<file path="config.mk">
export PLATFORM = sky130hd
export DESIGN_NAME = acpi_out_stream
export DESIGN_NICKNAME = d
export VERILOG_FILES = /design/src/rtl/acpi_out_pkg.sv /design/src/rtl/acpi_out_fifo.sv /design/src/rtl/acpi_out_stream.sv
export SDC_FILE = /design/constraint.sdc
export NUM_CORES = 1
export LEC_CHECK = 0
export ABC_AREA = 1
export CELL_PAD_IN_SITES_DETAIL_PLACEMENT = 0
export CELL_PAD_IN_SITES_GLOBAL_PLACEMENT = 1
export CORE_MARGIN = 5
export CORE_UTILIZATION = 41
export CTS_CLUSTER_DIAMETER = 80
export DETAILED_ROUTE_END_ITERATION = 10
export GPL_TIMING_DRIVEN = 1
export PLACE_DENSITY = 0.82
export SETUP_SLACK_MARGIN = 0.2
export SYNTH_ARGS = -nofsm -noshare
export SYNTH_HDL_FRONTEND = slang
export SYNTH_SLANG_ARGS = --single-unit
export TNS_END_PERCENT = 1
</file>
<file path="constraint.sdc">
create_clock -name clk -period 5.36 [get_ports clk]
set_input_delay 0.536 -clock clk [delete_from_list [all_inputs] [get_ports clk]]
set_output_delay 0.536 -clock clk [all_outputs]
set_load 0.005 [all_outputs]
</file>
<file path="src/rtl/acpi_out_pkg.sv">
`default_nettype none
// +----------------------------------------------------------------------+
// | acpi_out_pkg                                                         |
// | Shared widths, FIFO entry layout, FSM states and pixel conversion.   |
// | Revision: 1.0                                                        |
// +----------------------------------------------------------------------+
package acpi_out_pkg;

    localparam int N_PIX_DEFAULT = 16384;
    localparam int ADDR_W        = 14;
    localparam int DATA_W        = 14;
    localparam int BYTE_W        = 8;
    localparam int CNT_W         = 15;
    localparam int CHK_W         = 16;

    typedef struct packed {
        logic [ADDR_W-1:0] addr;
        logic [BYTE_W-1:0] data;
    } fifo_entry_t;

    typedef enum logic [1:0] {
        ST_IDLE  = 2'd0,
        ST_RUN   = 2'd1,
        ST_DRAIN = 2'd2,
        ST_DONE  = 2'd3
    } state_t;

    // Signed 12.2 fixed point -> rounded, clipped unsigned byte.
    function automatic logic [BYTE_W-1:0] acpi_to_byte(input logic [DATA_W-1:0] raw);
        logic signed [DATA_W:0] rounded;
        logic signed [DATA_W:0] shifted;
        rounded = $signed({raw[DATA_W-1], raw}) + $signed((DATA_W+1)'(2));
        shifted = rounded >>> 2;
        if (shifted[DATA_W]) begin
            return '0;
        end else if (shifted[DATA_W-1:BYTE_W] != '0) begin
            return '1;
        end else begin
            return shifted[BYTE_W-1:0];
        end
    endfunction

endpackage
`default_nettype wire

</file>
<file path="src/rtl/acpi_out_fifo.sv">
`default_nettype none
// +----------------------------------------------------------------------+
// | acpi_out_fifo                                                        |
// | Synchronous show-ahead FIFO; push/pop must be pre-qualified.         |
// | Revision: 1.0                                                        |
// +----------------------------------------------------------------------+
module acpi_out_fifo
    import acpi_out_pkg::*;
#(
    parameter int DEPTH = 8
) (
    input  logic        clk,
    input  logic        rst,
    input  logic        push,
    input  fifo_entry_t push_entry,
    input  logic        pop,
    output fifo_entry_t head,
    output logic        full,
    output logic        empty
);

    localparam int PTR_W = $clog2(DEPTH);

    logic [PTR_W:0] wr_ptr_q, wr_ptr_d;
    logic [PTR_W:0] rd_ptr_q, rd_ptr_d;
    fifo_entry_t    mem_q [DEPTH];

    always_comb begin
        wr_ptr_d = wr_ptr_q + (PTR_W+1)'(push);
        rd_ptr_d = rd_ptr_q + (PTR_W+1)'(pop);
    end

    always_ff @(posedge clk) begin
        if (rst) begin
            wr_ptr_q <= '0;
            rd_ptr_q <= '0;
        end else begin
            wr_ptr_q <= wr_ptr_d;
            rd_ptr_q <= rd_ptr_d;
        end
    end

    always_ff @(posedge clk) begin
        if (push) begin
            mem_q[wr_ptr_q[PTR_W-1:0]] <= push_entry;
        end
    end

    // Extra pointer bit distinguishes full from empty when indices match.
    assign empty = (wr_ptr_q == rd_ptr_q);
    assign full  = ((wr_ptr_q ^ rd_ptr_q) == {1'b1, {PTR_W{1'b0}}});
    assign head  = mem_q[rd_ptr_q[PTR_W-1:0]];

endmodule
`default_nettype wire

</file>
<file path="src/rtl/acpi_out_stream.sv">
`default_nettype none
// +----------------------------------------------------------------------+
// | acpi_out_stream                                                      |
// | Converts ACPI green pixels to bytes and streams them downstream.     |
// | Optional checksum accumulator enabled by ACPI_OUT_CHKSUM_EN.         |
// | Revision: 1.0                                                        |
// +----------------------------------------------------------------------+
module acpi_out_stream
    import acpi_out_pkg::*;
#(
    parameter int FIFO_DEPTH = 8,
    parameter int N_PIX      = N_PIX_DEFAULT
) (
    input  logic              clk,
    input  logic              rst,
    input  logic              acpi_valid_1,
    input  logic [ADDR_W-1:0] acpi_addr,
    input  logic [DATA_W-1:0] acpi_data,
    input  logic              finish,
    output logic              out_valid,
    input  logic              out_ready,
    output logic [ADDR_W-1:0] out_addr,
    output logic [BYTE_W-1:0] out_data,
    output logic              done,
    output logic              overflow,
    output logic              count_err,
    output logic [CHK_W-1:0]  chksum
);

    localparam logic [CNT_W-1:0] N_PIX_C = CNT_W'(N_PIX);

    state_t            state_q, state_d;
    logic [CNT_W-1:0]  pix_cnt_q, pix_cnt_d;
    logic              overflow_q, overflow_d;
    logic              count_err_q, count_err_d;
    logic              push, pop, full, empty;
    fifo_entry_t       push_entry, head;

    assign push_entry.addr = acpi_addr;
    assign push_entry.data = acpi_to_byte(acpi_data);
    assign pop             = !empty && out_ready;

    acpi_out_fifo #(
        .DEPTH(FIFO_DEPTH)
    ) u_fifo (
        .clk        (clk),
        .rst        (rst),
        .push       (push),
        .push_entry (push_entry),
        .pop        (pop),
        .head       (head),
        .full       (full),
        .empty      (empty)
    );

    always_comb begin
        state_d     = state_q;
        pix_cnt_d   = pix_cnt_q;
        overflow_d  = overflow_q;
        count_err_d = count_err_q;
        push        = 1'b0;

        // A full FIFO still accepts when the same edge frees a slot.
        if (acpi_valid_1 && (state_q != ST_DONE)) begin
            if (pix_cnt_q >= N_PIX_C) begin
                count_err_d = 1'b1;
            end else if (full && !pop) begin
                overflow_d = 1'b1;
            end else begin
                push      = 1'b1;
                pix_cnt_d = pix_cnt_q + CNT_W'(1);
            end
        end

        case (state_q)
            ST_IDLE: begin
                if (finish) begin
                    state_d = ST_DRAIN;
                end else if (acpi_valid_1) begin
                    state_d = ST_RUN;
                end
            end
            ST_RUN: begin
                if (finish) begin
                    state_d = ST_DRAIN;
                end
            end
            ST_DRAIN: begin
                if (empty && !push) begin
                    state_d = ST_DONE;
                    if (pix_cnt_q != N_PIX_C) begin
                        count_err_d = 1'b1;
                    end
                end
            end
            default: state_d = state_q;
        endcase
    end

    always_ff @(posedge clk) begin
        if (rst) begin
            state_q     <= ST_IDLE;
            pix_cnt_q   <= '0;
            overflow_q  <= 1'b0;
            count_err_q <= 1'b0;
        end else begin
            state_q     <= state_d;
            pix_cnt_q   <= pix_cnt_d;
            overflow_q  <= overflow_d;
            count_err_q <= count_err_d;
        end
    end

    assign out_valid = !empty;
    assign out_addr  = empty ? '0 : head.addr;
    assign out_data  = empty ? '0 : head.data;
    assign done      = (state_q == ST_DONE);
    assign overflow  = overflow_q;
    assign count_err = count_err_q;

`ifdef ACPI_OUT_CHKSUM_EN
    logic [CHK_W-1:0] chksum_q, chksum_d;

    always_comb begin
        chksum_d = chksum_q;
        if (pop) begin
            chksum_d = chksum_q + CHK_W'(out_data);
        end
    end

    always_ff @(posedge clk) begin
        if (rst) begin
            chksum_q <= '0;
        end else begin
            chksum_q <= chksum_d;
        end
    end

    assign chksum = chksum_q;
`else
    assign chksum = '0;
`endif

endmodule
`default_nettype wire

</file>
==> impl_metrics.py <==
metrics = {
    "power": {
        "leakage_nw": 3.57,
        "clkPwrFrac_pct": 35.2,
        "p_int_mw": 3.08,
        "p_seq_share_pct": 43.5,
        "finalPower_mw": 4.26,
        "power.switching_mw": 1.18,
        "power.density_nw_per_um2": 411,
        "pwr-share-comb_pct": 21.2,
        "max-vdd-ir-drop_mv": 0.234,
        "swShare_pct": 27.6,
    },
    "sta": {
        "tns_ps": 0,
        "setup_viol": 0,
        "fin_crit_ps": 3740,
        "hold_viol_final": 0,
        "tightest_slew_ps": 920,
        "finalCritPeriodShare_pct": 69.8,
        "rsz0062_at_grt": "no",
        "slew_violations": 0,
        "layout_setup_ws_ps": 1620,
        "clock_skew_ps": 13.5,
        "fmax_mhz": 267,
        "maxSlewHeadroom_pct": 38.5,
    },
    "synthesis": {
        "ys_seq_area_share_pct": 65.6,
        "syn_area_um2": 8880,
        "synth.distinct_cells": 36,
        "synth-edff-count": 176,
        "ys_async_sr_fraction_pct": 0,
        "ys.flop_type": "edfxtp_1",
        "synth-warning-count": 0,
        "syn_inst": 812,
        "avgSynthCellArea_um2": 10.9,
        "ys_ff_latch": 203,
    },
    "clocking": {
        "ctsHoldBuffers": 0,
        "clk_latency_ps": 500,
        "clk_pin_slew_ps": 60,
        "cts_tree": "done",
        "ctsResizeCount": 0,
        "clockRootBuffer": "clkbuf_16",
        "h-tree-depth": 1,
        "numCtsBuffers": 21,
        "clock-sinks": 203,
        "cts_buffer_depth": 3,
        "cts_setup_buffers": 0,
    },
    "finish": {
        "area_growth_pct": 16.9,
        "diodes": 0,
        "layout.nets": 908,
        "final.fill_count": 1884,
        "seq_area_um2": 5830,
        "multi_input_area_um2": 2620,
        "final_cells": 1154,
        "final_layout_size_suffix_gt1_share_pct": 8.53,
    },
    "die": {
        "die_w_um": 157,
        "fp.dieArea_um2": 24700,
        "fp-row-count": 53,
        "core-area_um2": 21200,
        "start_util_pct": 42.0,
        "io_pins": 75,
        "dieHeight_um": 157,
    },
    "setup_path": {
        "cp_max_fo": 59,
        "worstSetupStartpoint": "u_fifo.rd_ptr_q[0]$_SDFF_PP0_",
        "r2r_cells": 7,
        "r2r-start": "state_q[0]$_SDFFE_PP0P_",
        "required_ps": 4820,
        "r2r_setup_slack_ps": 2450,
        "r2r-end": "u_fifo.mem_q[0][11]$_DFFE_PP_",
        "worstPathArrival_ps": 3210,
        "start_kind": "flop",
        "worst_setup_path_end_kind": "primary output",
        "worst-setup-path-type": "flop to primary output",
    },
    "outcome": {
        "status": "complete, no violations",
    },
    "place": {
        "numPortBuffers": 57,
        "placed_cells": 1116,
        "hpwl_um": 10600,
        "dpl_worst_slack_ps": 1970,
        "routabilityCongestion": 0.814,
    },
    "detailed_routing": {
        "wire_per_inst_um": 15.8,
        "dr.first_iter.drc_count": 355,
        "drt_first_pass_iters": 5,
        "route.vias.total": 5851,
        "wl_um": 18300,
        "vias_per_cell": 5.07,
        "ant_nets": 0,
        "route.detailed.drc": 0,
    },
    "min_path": {
        "holdPathEnd": "overflow$_SDFFE_PP0P_",
        "min_path_cells": 2,
        "hp-class": "flop to flop",
        "min-delay-start": "overflow$_SDFFE_PP0P_",
    },
    "flow_run": {
        "cap_violations": 0,
    },
    "grt": {
        "grt-ovfl-total": 0,
        "grt_pass1_vias": 5609,
        "grt_pass1_wl_um": 29200,
        "track_usage_pct": 14.7,
        "grt_max_degree": 89,
        "antenna_found_initial": 0,
    },
}
worst max path at each step:
stage               cells after the start                       endpoint
global route                            6                    out_data[7]
finish                                  6                    out_data[1]
detailed placement                      9  u_fifo.mem_q[1][13]$_DFFE_PP_
CTS                                     6                    out_data[1]
floorplan                               8   u_fifo.mem_q[1][0]$_DFFE_PP_
global placement                        9  u_fifo.mem_q[1][11]$_DFFE_PP_
per-layer routing:
layer | track usage (%) | routed length [um]
met1 | 20.0 | 8150
met2 | 24.6 | 8700
met3 | 2.31 | 1050
met4 | 4.38 | 365
met5 | 0 | 0
kinds of logic after synthesis:
kind of cell | share of synthesized area, %
AOI/OAI and AO/OA | 11.3
xor gates and xnor gates | 2.16
adders and majority gates | 1.55
buffers and inverters | 5.78
DFF | 65.6
other | 0.0422
and+or+nand+nor | 13.6
synthesized netlist by cell type (3+ instances only):
| cell type | instances | share of area (%) |
|---|---|---|
| a21oi_1 | 19 | 1.1 |
| a31oi_1 | 22 | 1.5 |
| buf_2 | 8 | 0.45 |
| buf_4 | 20 | 1.7 |
| clkbuf_1 | 23 | 0.97 |
| dfxtp_1 | 27 | 6.1 |
| edfxtp_1 | 176 | 60 |
| ha_1 | 11 | 1.5 |
| inv_1 | 50 | 2.1 |
| inv_2 | 5 | 0.21 |
| nand2_1 | 60 | 2.5 |
| nand2_2 | 4 | 0.28 |
| nand3_1 | 17 | 0.96 |
| nand3b_1 | 3 | 0.25 |
| nand4_1 | 6 | 0.42 |
| nor2_1 | 166 | 7.0 |
| nor2_2 | 3 | 0.21 |
| nor2_4 | 3 | 0.38 |
| nor3_1 | 13 | 0.73 |
| o21ai_0 | 114 | 6.4 |
| o21ai_1 | 5 | 0.28 |
| o22ai_1 | 22 | 1.5 |
| xnor2_1 | 7 | 0.69 |
| xor2_1 | 13 | 1.3 |
through the flow:
step / hold slack (ps) / instance area, um2 / util, %
6_report: 470 / 10400 / 49.1
5_1_grt: 516 / 10400 / 49.1
4_1_cts: 475 / 10400 / 49.1
3_5_place_dp: 460 / 9660 / 45.7
3_3_place_gp: 458 / 9660 / 45.7
2_1_floorplan: 450 / 8940 / -
power groups by stage:
stage                     clock (mW)  sequential [mW]  combinational, mW
after global routing            1.60             1.86               1.02
after detailed placement           0             1.89              0.912
after global placement             0             1.89              0.903
after floorplan                    0             1.86              0.577
after CTS                       1.53             1.85              0.917
final                           1.50             1.85              0.905
layout by cell type, fill, tap and decap left out, types with 3 or more instances in the layout:
cell / instances
edfxtp_1: 176
nor2_1: 158
o21ai_0: 114
nand2_1: 60
clkdlybuf4s50_1: 57
inv_1: 50
dfxtp_1: 26
o22ai_1: 22
a31oi_1: 22
clkbuf_16: 21
a21oi_1: 19
nand3_1: 17
conb_1: 16
xor2_1: 13
nor3_1: 13
buf_4: 12
ha_1: 11
nor2_2: 10
xnor2_1: 7
nand4_1: 6
inv_2: 5
o21ai_1: 5
clkbuf_1: 5
nor2_4: 4
nand2_2: 4
bufinv_16: 4
nand3b_1: 3
clkinvlp_4: 3
critical path: stages (launching register included):
cell and delay (ps):
dfxtp_2 730, buf_4 630, o21ai_0 190, o22ai_1 220
o21ai_0 110, a31oi_1 240, clkdlybuf4s50_1 540
area by class of cell:
| type | count | area share (%) |
|---|---|---|
| Clock buffer | 26 | 5.24 |
| Clock inverter | 12 | 1.66 |
| Inverter | 55 | 1.99 |
| Multi-Input combinational cell | 514 | 25.3 |
| Sequential cell | 203 | 56.1 |
| Tap cell | 275 | 3.32 |
| Timing Repair Buffer | 69 | 6.37 |
flip-flops by register name, summed over array words and instances (netlist names):
signal	cells
pix_cnt_q	15
u_fifo.rd_ptr_q	4
u_fifo.wr_ptr_q	4
count_err	1
u_fifo.mem_q	176
overflow	1
state_q	2
Note: power is estimated with default switching activity, not from simulation.
